### config.mk
export PLATFORM = sky130hd
export DESIGN_NAME = spi_master
export DESIGN_NICKNAME = d
export VERILOG_FILES = /design/src/rtl/spi_master.sv
export SDC_FILE = /design/constraint.sdc
export NUM_CORES = 1
export LEC_CHECK = 0
export CORE_ASPECT_RATIO = 0.6
export CORE_MARGIN = 5
export CORE_UTILIZATION = 48
export DETAILED_ROUTE_END_ITERATION = 16
export GPL_TIMING_DRIVEN = 0
export PLACE_DENSITY = 0.76
export SLEW_MARGIN = 15
export SYNTH_ARGS = -nofsm -noshare
export SYNTH_HDL_FRONTEND = slang
export SYNTH_SLANG_ARGS = --single-unit
### constraint.sdc
create_clock -name clk -period 1.49 [get_ports clk]
set_clock_uncertainty 0.1 [all_clocks]
set_input_delay 0.447 -clock clk [delete_from_list [all_inputs] [get_ports clk]]
set_output_delay 0.447 -clock clk [all_outputs]
set_load 0.02 [all_outputs]
### src/rtl/spi_master.sv
// spi_master: SPI master for the companion SPI slave. It generates ss_n, load,
// busy and s_clk, shifts MOSI out MSB first and captures MISO into d_out_master,
// reg_width bits per transfer. s_clk is a registered clk-domain signal because
// the slave samples it synchronously on the same clk.
// Optional feature: define SPI_XFER_CNT_EN to add the xfer_cnt[15:0] output, a
// saturating count of completed transfers.
module spi_master #(
   parameter int reg_width = 32,
   parameter int high_cyc  = 2
) (
   input  logic                 clk,
   input  logic                 rst,
   input  logic                 start,
   input  logic [reg_width-1:0] d_in_master,
   input  logic                 MISO,
   output logic                 ss_n,
   output logic                 load,
   output logic                 busy,
   output logic                 s_clk,
   output logic                 MOSI,
   output logic [reg_width-1:0] d_out_master,
   output logic                 done_master,
   output logic                 ready
`ifdef SPI_XFER_CNT_EN
   ,
   output logic [15:0]          xfer_cnt
`endif
);

   // Bit counter must hold the value reg_width itself (no wrap within a word).
   localparam int CNT_W = $clog2(reg_width) + 1;
   // Phase counter covers both the high_cyc high phase and the 2-cycle DONE hold.
   localparam int PH_W  = $clog2(high_cyc + 2);

   localparam logic [CNT_W-1:0] BITS_LAST = CNT_W'(reg_width);
   localparam logic [PH_W-1:0]  HI_LAST   = PH_W'(high_cyc - 1);
   localparam logic [PH_W-1:0]  DONE_LAST = PH_W'(1);

   typedef enum logic [2:0] {
      IDLE     = 3'd0,
      SELECT   = 3'd1,
      LOAD     = 3'd2,
      SHIFT_HI = 3'd3,
      SHIFT_LO = 3'd4,
      DONE     = 3'd5,
      RELEASE  = 3'd6
   } state_t;

   state_t               state_reg, state_next;
   logic [PH_W-1:0]      phase_reg, phase_next;
   logic [CNT_W-1:0]     bit_cnt_reg, bit_cnt_next;
   logic [reg_width-1:0] tx_reg, tx_next;
   logic [reg_width-1:0] rx_reg, rx_next;

   // Next values of the registered outputs, decoded from the next state so every
   // output changes on the same edge as the state it belongs to.
   logic                 ss_n_next;
   logic                 load_next;
   logic                 busy_next;
   logic                 s_clk_next;
   logic                 mosi_next;
   logic [reg_width-1:0] d_out_next;
   logic                 done_next;
   logic                 ready_next;

   // State register together with all datapath and output registers.
   always_ff @(posedge clk or negedge rst) begin
      if (!rst) begin
         state_reg    <= IDLE;
         phase_reg    <= '0;
         bit_cnt_reg  <= '0;
         tx_reg       <= '0;
         rx_reg       <= '0;
         ss_n         <= 1'b1;
         load         <= 1'b0;
         busy         <= 1'b0;
         s_clk        <= 1'b1;
         MOSI         <= 1'b0;
         d_out_master <= '0;
         done_master  <= 1'b0;
         ready        <= 1'b1;
      end else begin
         state_reg    <= state_next;
         phase_reg    <= phase_next;
         bit_cnt_reg  <= bit_cnt_next;
         tx_reg       <= tx_next;
         rx_reg       <= rx_next;
         ss_n         <= ss_n_next;
         load         <= load_next;
         busy         <= busy_next;
         s_clk        <= s_clk_next;
         MOSI         <= mosi_next;
         d_out_master <= d_out_next;
         done_master  <= done_next;
         ready        <= ready_next;
      end
   end

   // Next-state and datapath update: sequencing of select, load, bit shifting and release.
   always_comb begin
      state_next   = state_reg;
      phase_next   = phase_reg;
      bit_cnt_next = bit_cnt_reg;
      tx_next      = tx_reg;
      rx_next      = rx_reg;
      case (state_reg)
         IDLE: begin
            // start is only honoured here; requests in any other state are dropped.
            if (start) begin
               state_next   = SELECT;
               tx_next      = d_in_master;
               bit_cnt_next = '0;
            end
         end
         SELECT: begin
            state_next = LOAD;
         end
         LOAD: begin
            state_next = SHIFT_HI;
            phase_next = '0;
         end
         SHIFT_HI: begin
            if (phase_reg == HI_LAST) begin
               state_next = SHIFT_LO;
               phase_next = '0;
            end else begin
               phase_next = phase_reg + 1'b1;
            end
         end
         SHIFT_LO: begin
            // MISO was updated by the slave during the high phase; take it now,
            // on the edge that ends the single low cycle.
            rx_next      = {rx_reg[reg_width-2:0], MISO};
            tx_next      = {tx_reg[reg_width-2:0], 1'b0};
            bit_cnt_next = bit_cnt_reg + 1'b1;
            phase_next   = '0;
            if (bit_cnt_next == BITS_LAST) begin
               state_next = DONE;
            end else begin
               state_next = SHIFT_HI;
            end
         end
         DONE: begin
            // Two cycles with ss_n low and s_clk high so the slave can register its result.
            if (phase_reg == DONE_LAST) begin
               state_next = RELEASE;
               phase_next = '0;
            end else begin
               phase_next = phase_reg + 1'b1;
            end
         end
         RELEASE: begin
            state_next = IDLE;
         end
         default: begin
            state_next = IDLE;
         end
      endcase
   end

   // Output decode from the next state; MOSI follows the head of the next shift word.
   always_comb begin
      ss_n_next  = 1'b1;
      load_next  = 1'b0;
      busy_next  = 1'b0;
      s_clk_next = 1'b1;
      mosi_next  = 1'b0;
      d_out_next = d_out_master;
      done_next  = 1'b0;
      ready_next = 1'b0;
      case (state_next)
         IDLE: begin
            ready_next = 1'b1;
         end
         SELECT: begin
            ss_n_next = 1'b0;
         end
         LOAD: begin
            ss_n_next = 1'b0;
            load_next = 1'b1;
         end
         SHIFT_HI: begin
            ss_n_next = 1'b0;
            busy_next = 1'b1;
            mosi_next = tx_next[reg_width-1];
         end
         SHIFT_LO: begin
            ss_n_next  = 1'b0;
            busy_next  = 1'b1;
            s_clk_next = 1'b0;
            mosi_next  = tx_next[reg_width-1];
         end
         DONE: begin
            ss_n_next = 1'b0;
            busy_next = 1'b1;
         end
         RELEASE: begin
            d_out_next = rx_next;
            done_next  = 1'b1;
         end
         default: begin
            ready_next = 1'b0;
         end
      endcase
   end

`ifdef SPI_XFER_CNT_EN
   // Saturating count of completed transfers, stepping together with done_master.
   always_ff @(posedge clk or negedge rst) begin
      if (!rst) begin
         xfer_cnt <= '0;
      end else if (done_next && (xfer_cnt != 16'hFFFF)) begin
         xfer_cnt <= xfer_cnt + 16'd1;
      end
   end
`endif

endmodule
# After elaboration in Yosys (flattened, before gate mapping)
# Cells that the tools add are included.
dict set report totals {
  ff_bits 114
  latch_bits 0
  ram_bits 0
  rom_bits 0
  out_inout_bits 39
  n_memories 0
}
dict set report classes {
  n_addsub 2
  multipliers 0
  div 0
  n_lt_le_gt_ge 0
  eq_ne 14
  shift 0
  muxes 19
  n_bitwise 0
  n_reduce_logical 10
}
# op n
set ops {}
lappend ops {{$mux W32} 2}
lappend ops {{$pmux W32 S2} 1}
lappend ops {{$pmux W3 S6} 1}
lappend ops {{$eq A3 B3 Y1 const B} 5}
lappend ops {{$eq A3 B2 Y1 const B} 4}
lappend ops {{$mux W3} 4}
lappend ops {{$pmux W6 S2} 1}
lappend ops {{$mux W1} 7}
lappend ops {{$add A6 B1 Y6 const B} 1}
lappend ops {{$eq A3 B1 Y1 const B} 2}
lappend ops {{$eq A6 B6 Y1 const B} 1}
lappend ops {{$logic_not A3 Y1} 2}
lappend ops {{$mux W6} 1}
lappend ops {{$reduce_or A2 Y1} 3}
lappend ops {{$reduce_or A5 Y1} 1}
lappend ops {{$pmux W2 S2} 1}
lappend ops {{$reduce_bool A2 Y1} 2}
lappend ops {{$reduce_or A3 Y1} 1}
lappend ops {{$add A2 B1 Y2 const B} 1}
lappend ops {{$eq A2 B1 Y1 const B} 1}
lappend ops {{$mux W2} 1}
lappend ops {{$ne A2 B2 Y1 const B} 1}
lappend ops {{$reduce_and A2 Y1} 1}

# Depth between registers and ports, before layout
dict set report depth {
  word_depth 7
  mapped_depth 7
  ltp_nobuf 5
}

# Worst setup path after synthesis
# No wires, ideal clock.
dict set report synth_timing {
  path_kind {register to register}
  start {register state_reg[1]}
  end {register d_out_master[27]}
  setup_time_ps 116
  t_arrival_ps 1370
  required_ps 1274
  setup_slack_ps -97
  stages_incl_launch_ff 7
  path_buffers 2
  cell_sequence {dfrtp_1 -> nor3b_2 -> buf_4 -> buf_2 -> mux2_2 -> nand2_1 -> nand2_1}
}
dict set report synth_between {
  elab_cells_between_ends 12
  classes_between {eq/ne (6); mux (5); reduce/logical (1)}
}
# item line
set synth_rtl {}
lappend synth_rtl {{start, declared} 49} ;# state_t state_reg, state_next;
lappend synth_rtl {{start signal, assigned} 83} ;# state_reg <= state_next;
lappend synth_rtl {{$eq A3 B3 Y1} 106} ;# case (state_reg)
lappend synth_rtl {{$mux W32} 106}
lappend synth_rtl {{named net rx_next[27]} 53} ;# logic [reg_width-1:0] rx_reg, rx_next;
lappend synth_rtl {{end signal, assigned} 93} ;# d_out_master <= d_out_next;
lappend synth_rtl {{end, declared} 21} ;# output logic [reg_width-1:0] d_out_master,
# The timed path passes the listed nets, and every way through them passes these cells.
# A chain may end at the register's enable or synchronous reset.

# Worst setup path after layout
dict set report layout_timing {
  start {register state_reg[0]}
  end {register d_out_master[27]}
}
# Same word-level chain as after synthesis.

==> impl_results.md <==
- Status: complete, but fails checks
- Failing checks: negative setup slack
- CTS Buf Count: 17
- Share of layout cells above drive strength 1: 37.4%
- Slew Viols, Final: 0
- Critical setup path kind: reg -> reg
- Global route overflow: 0
- Die X-Extent: 136 µm
- Syn Area/Cell: 11.0 µm²
- Final #Nets: 589
- Final period utilization: 111%
- First-pass GRT wire length: 17600 µm
- Register area: 2860 µm²
- Most frequent cells after synthesis: 161 x nand2_1, 111 x dfrtp_1, 33 x mux2_2, 30 x a22oi_1, 17 x buf_2
- Final setup viols: 104
- Io pins: 75
- Detailed Route Iter0 Violations: 218
- Most frequent CP cell: nand2_2
- Residual DRC: 0
- RSZ-0062 raised after global routing: yes
- TritonRoute pass-1 iters: 5
- Die footprint: 11700 µm²
- Post-synth cell types: 40
- Power, Total: 7.67 mW
- Detail Placement HPWL: 6740 µm
- Die height: 85.7 µm
- # diodes: 0
- Crit-path max FO: 7
- TritonCTS clock tree: built
- Warnings, synthesis: 0
- Core area: 9220 µm²
- Cell Chain, Critical Path: nor3b_4, buf_6, buf_8, mux2_4, nand2_2, nand2_2
- Lkg Pwr: 3.56 nW
- Final std cells w/o fill: 694
- Largest net degree at the start of global routing: 82
- Cells after Synth: 418
- Maxcap violations: 0
- Max Root-Sink Buffers: 2
- Std cell rows: 27
- Worst Setup Start Kind: register
- Crit end category: register
- Net Count, Synth: 455
- EDFF count, synth: 0
- Worst Hold Class: reg -> reg
- Worst rel slew slack: 72.9%
- Leading area contributor after synthesis: dfrtp_1
- CTS clk-pin slew, worst paths: 0.05 ns
- Final core utilization: 75.0%
- Post-DRT Antenna Nets: 0
- Async SR Flop Fraction: 100%
- Largest cells by area after synthesis: dfrtp_1 61%, nand2_1 13%, mux2_2 8.1%
- CTS sink cnt: 114
- Worst path slowest cell: dfrtp_1
- Routed WL per cell: 16.2 µm
- Arrival time worst endpoint: 1.85 ns
- Total GRT Usage: 19.3%
- Area of the multi-input gates: 1820 µm²
- Routability Congestion: 0.795
- Wirelength, routed: 11200 µm
- Most common cell in the netlist: nand2_1
- Post-route setup slack: -0.168 ns
- Hold Vio Cnt, Final: 0
- Sequential area share after synthesis: 62.4%
- Ys flop type: dfrtp_1
- H-tree levels: 4
- Worst path max stage delay: 0.42 ns
- Required time of the critical path: 1.68 ns
- Routed vias: 3564
- VDD IR-drop max: 0.939 mV
- Clock Latency Late Sink: 0.40 ns
- Vias/cell: 5.14
- Setup TNS: -10.33 ns
- Final min period: 1.66 ns
- Initial Util: 49.7%
- Worst slew pin tran: 0.407 ns
- Number of global-route vias before repair: 3550
- Cell area after synthesis: 4580 µm²
- Root Buffer: clkbuf_16
- Area grow syn2layout: 51.0%
- Pwr/cell area: 1110 nW/µm²
- F_max: 603 MHz
- Synth top area share: 60.7%
- Initial antenna violation count: 0
- Fill cells: 597
- # port buffers: 74
- Synth Register Bits: 114
- DP Cell Count: 623
==> worst paths after layout <==
path | from | endpoint | slack (ns) | cells after the start
min | tx_reg[21] | tx_reg[21] | 0.37 | 2
max | state_reg[0] | d_out_master[27] | -0.17 | 6
min reg2reg | tx_reg[21] | tx_reg[21] | 0.37 | 2
max in group asynchronous | rst | bit_cnt_reg[3] | 0.15 | 3
min in group asynchronous | rst | d_out_master[20] | 0.41 | 2
max reg2reg | state_reg[0] | d_out_master[27] | -0.17 | 6
==> layout by cell type, fill, tap and decap left out, drive strengths merged, types with 2 or more instances in the layout <==
master and count:
nand2 162, clkdlybuf4s50 34, a31oi 4, nor4b 2, a22o 2, and3b 2
bufinv 4, o21ai 10, mux2 33, clkbuf 24, a22oi 30, buf 100
dfstp 3, nand2b 3, and2 2, nor3b 2, nor2 9, clkinv 6
dfrtp 111, or3b 2
==> report_power, final <==
group	internal (mW)	switching (mW)	total, mW
sequential	3.15	0.0268	3.17
combinational	0.135	0.108	0.243
clock	2.91	1.35	4.26
total	6.19	1.48	7.67
==> layout make-up <==
type,count,share of cell area (%)
clock inverter,10,2.26
buffer,22,3.47
tap,130,2.35
multi-input combinational,279,26.3
clock buffer,21,6.80
sequential,114,41.3
timing repair buffer,116,17.2
inverter,2,0.290
==> timing repair <==
item                                    4_1_cts  5_1_grt
gates resized for setup                     266       66
hold endpoints to repair                     33        0
pin swaps                                     5       11
cloned                                        1        2
hold buffers                                  1        0
endpoints found under the setup margin      137      142
setup buffers                                22       15
==> critical path: cells and delay by family (launching register included) <==
| family | cells | cell delay (ns) |
|---|---|---|
| buf+inv | 2 | 0.34 |
| flops | 1 | 0.42 |
| mux | 1 | 0.32 |
| simple gates | 3 | 0.35 |
==> layer usage <==
layer,vias up,part of all wire (%),GRT usage [%]
li1,1676,-,-
met2,79,49,29.3
met4,0,1.2,6.86
met5,-,0,0
met1,1796,46,27.0
met3,13,4.5,5.04
==> logic make-up after synthesis <==
family,after synthesis,synth area share (%)
AO/OA/AOI/OAI,53,8.14
XOR/XNOR,1,0.191
adder cells (fa/ha/maj),1,0.273
buffers and inverters,25,3.01
flip-flops,114,62.4
multiplexers,34,8.33
AND/OR/NAND/NOR,190,17.7
==> metrics by stage <==
step	worst slack [ns]	instance area, µm²	hold slack, ns
floorplan	-0.0313	4640	0.0514
global placement	-4.34	5550	0.358
global route	-0.227	6910	0.396
finish	-0.168	6910	0.372
detailed placement	-0.725	5580	0.261
CTS	-0.123	6560	0.374
(Power assumes the default switching activity.)
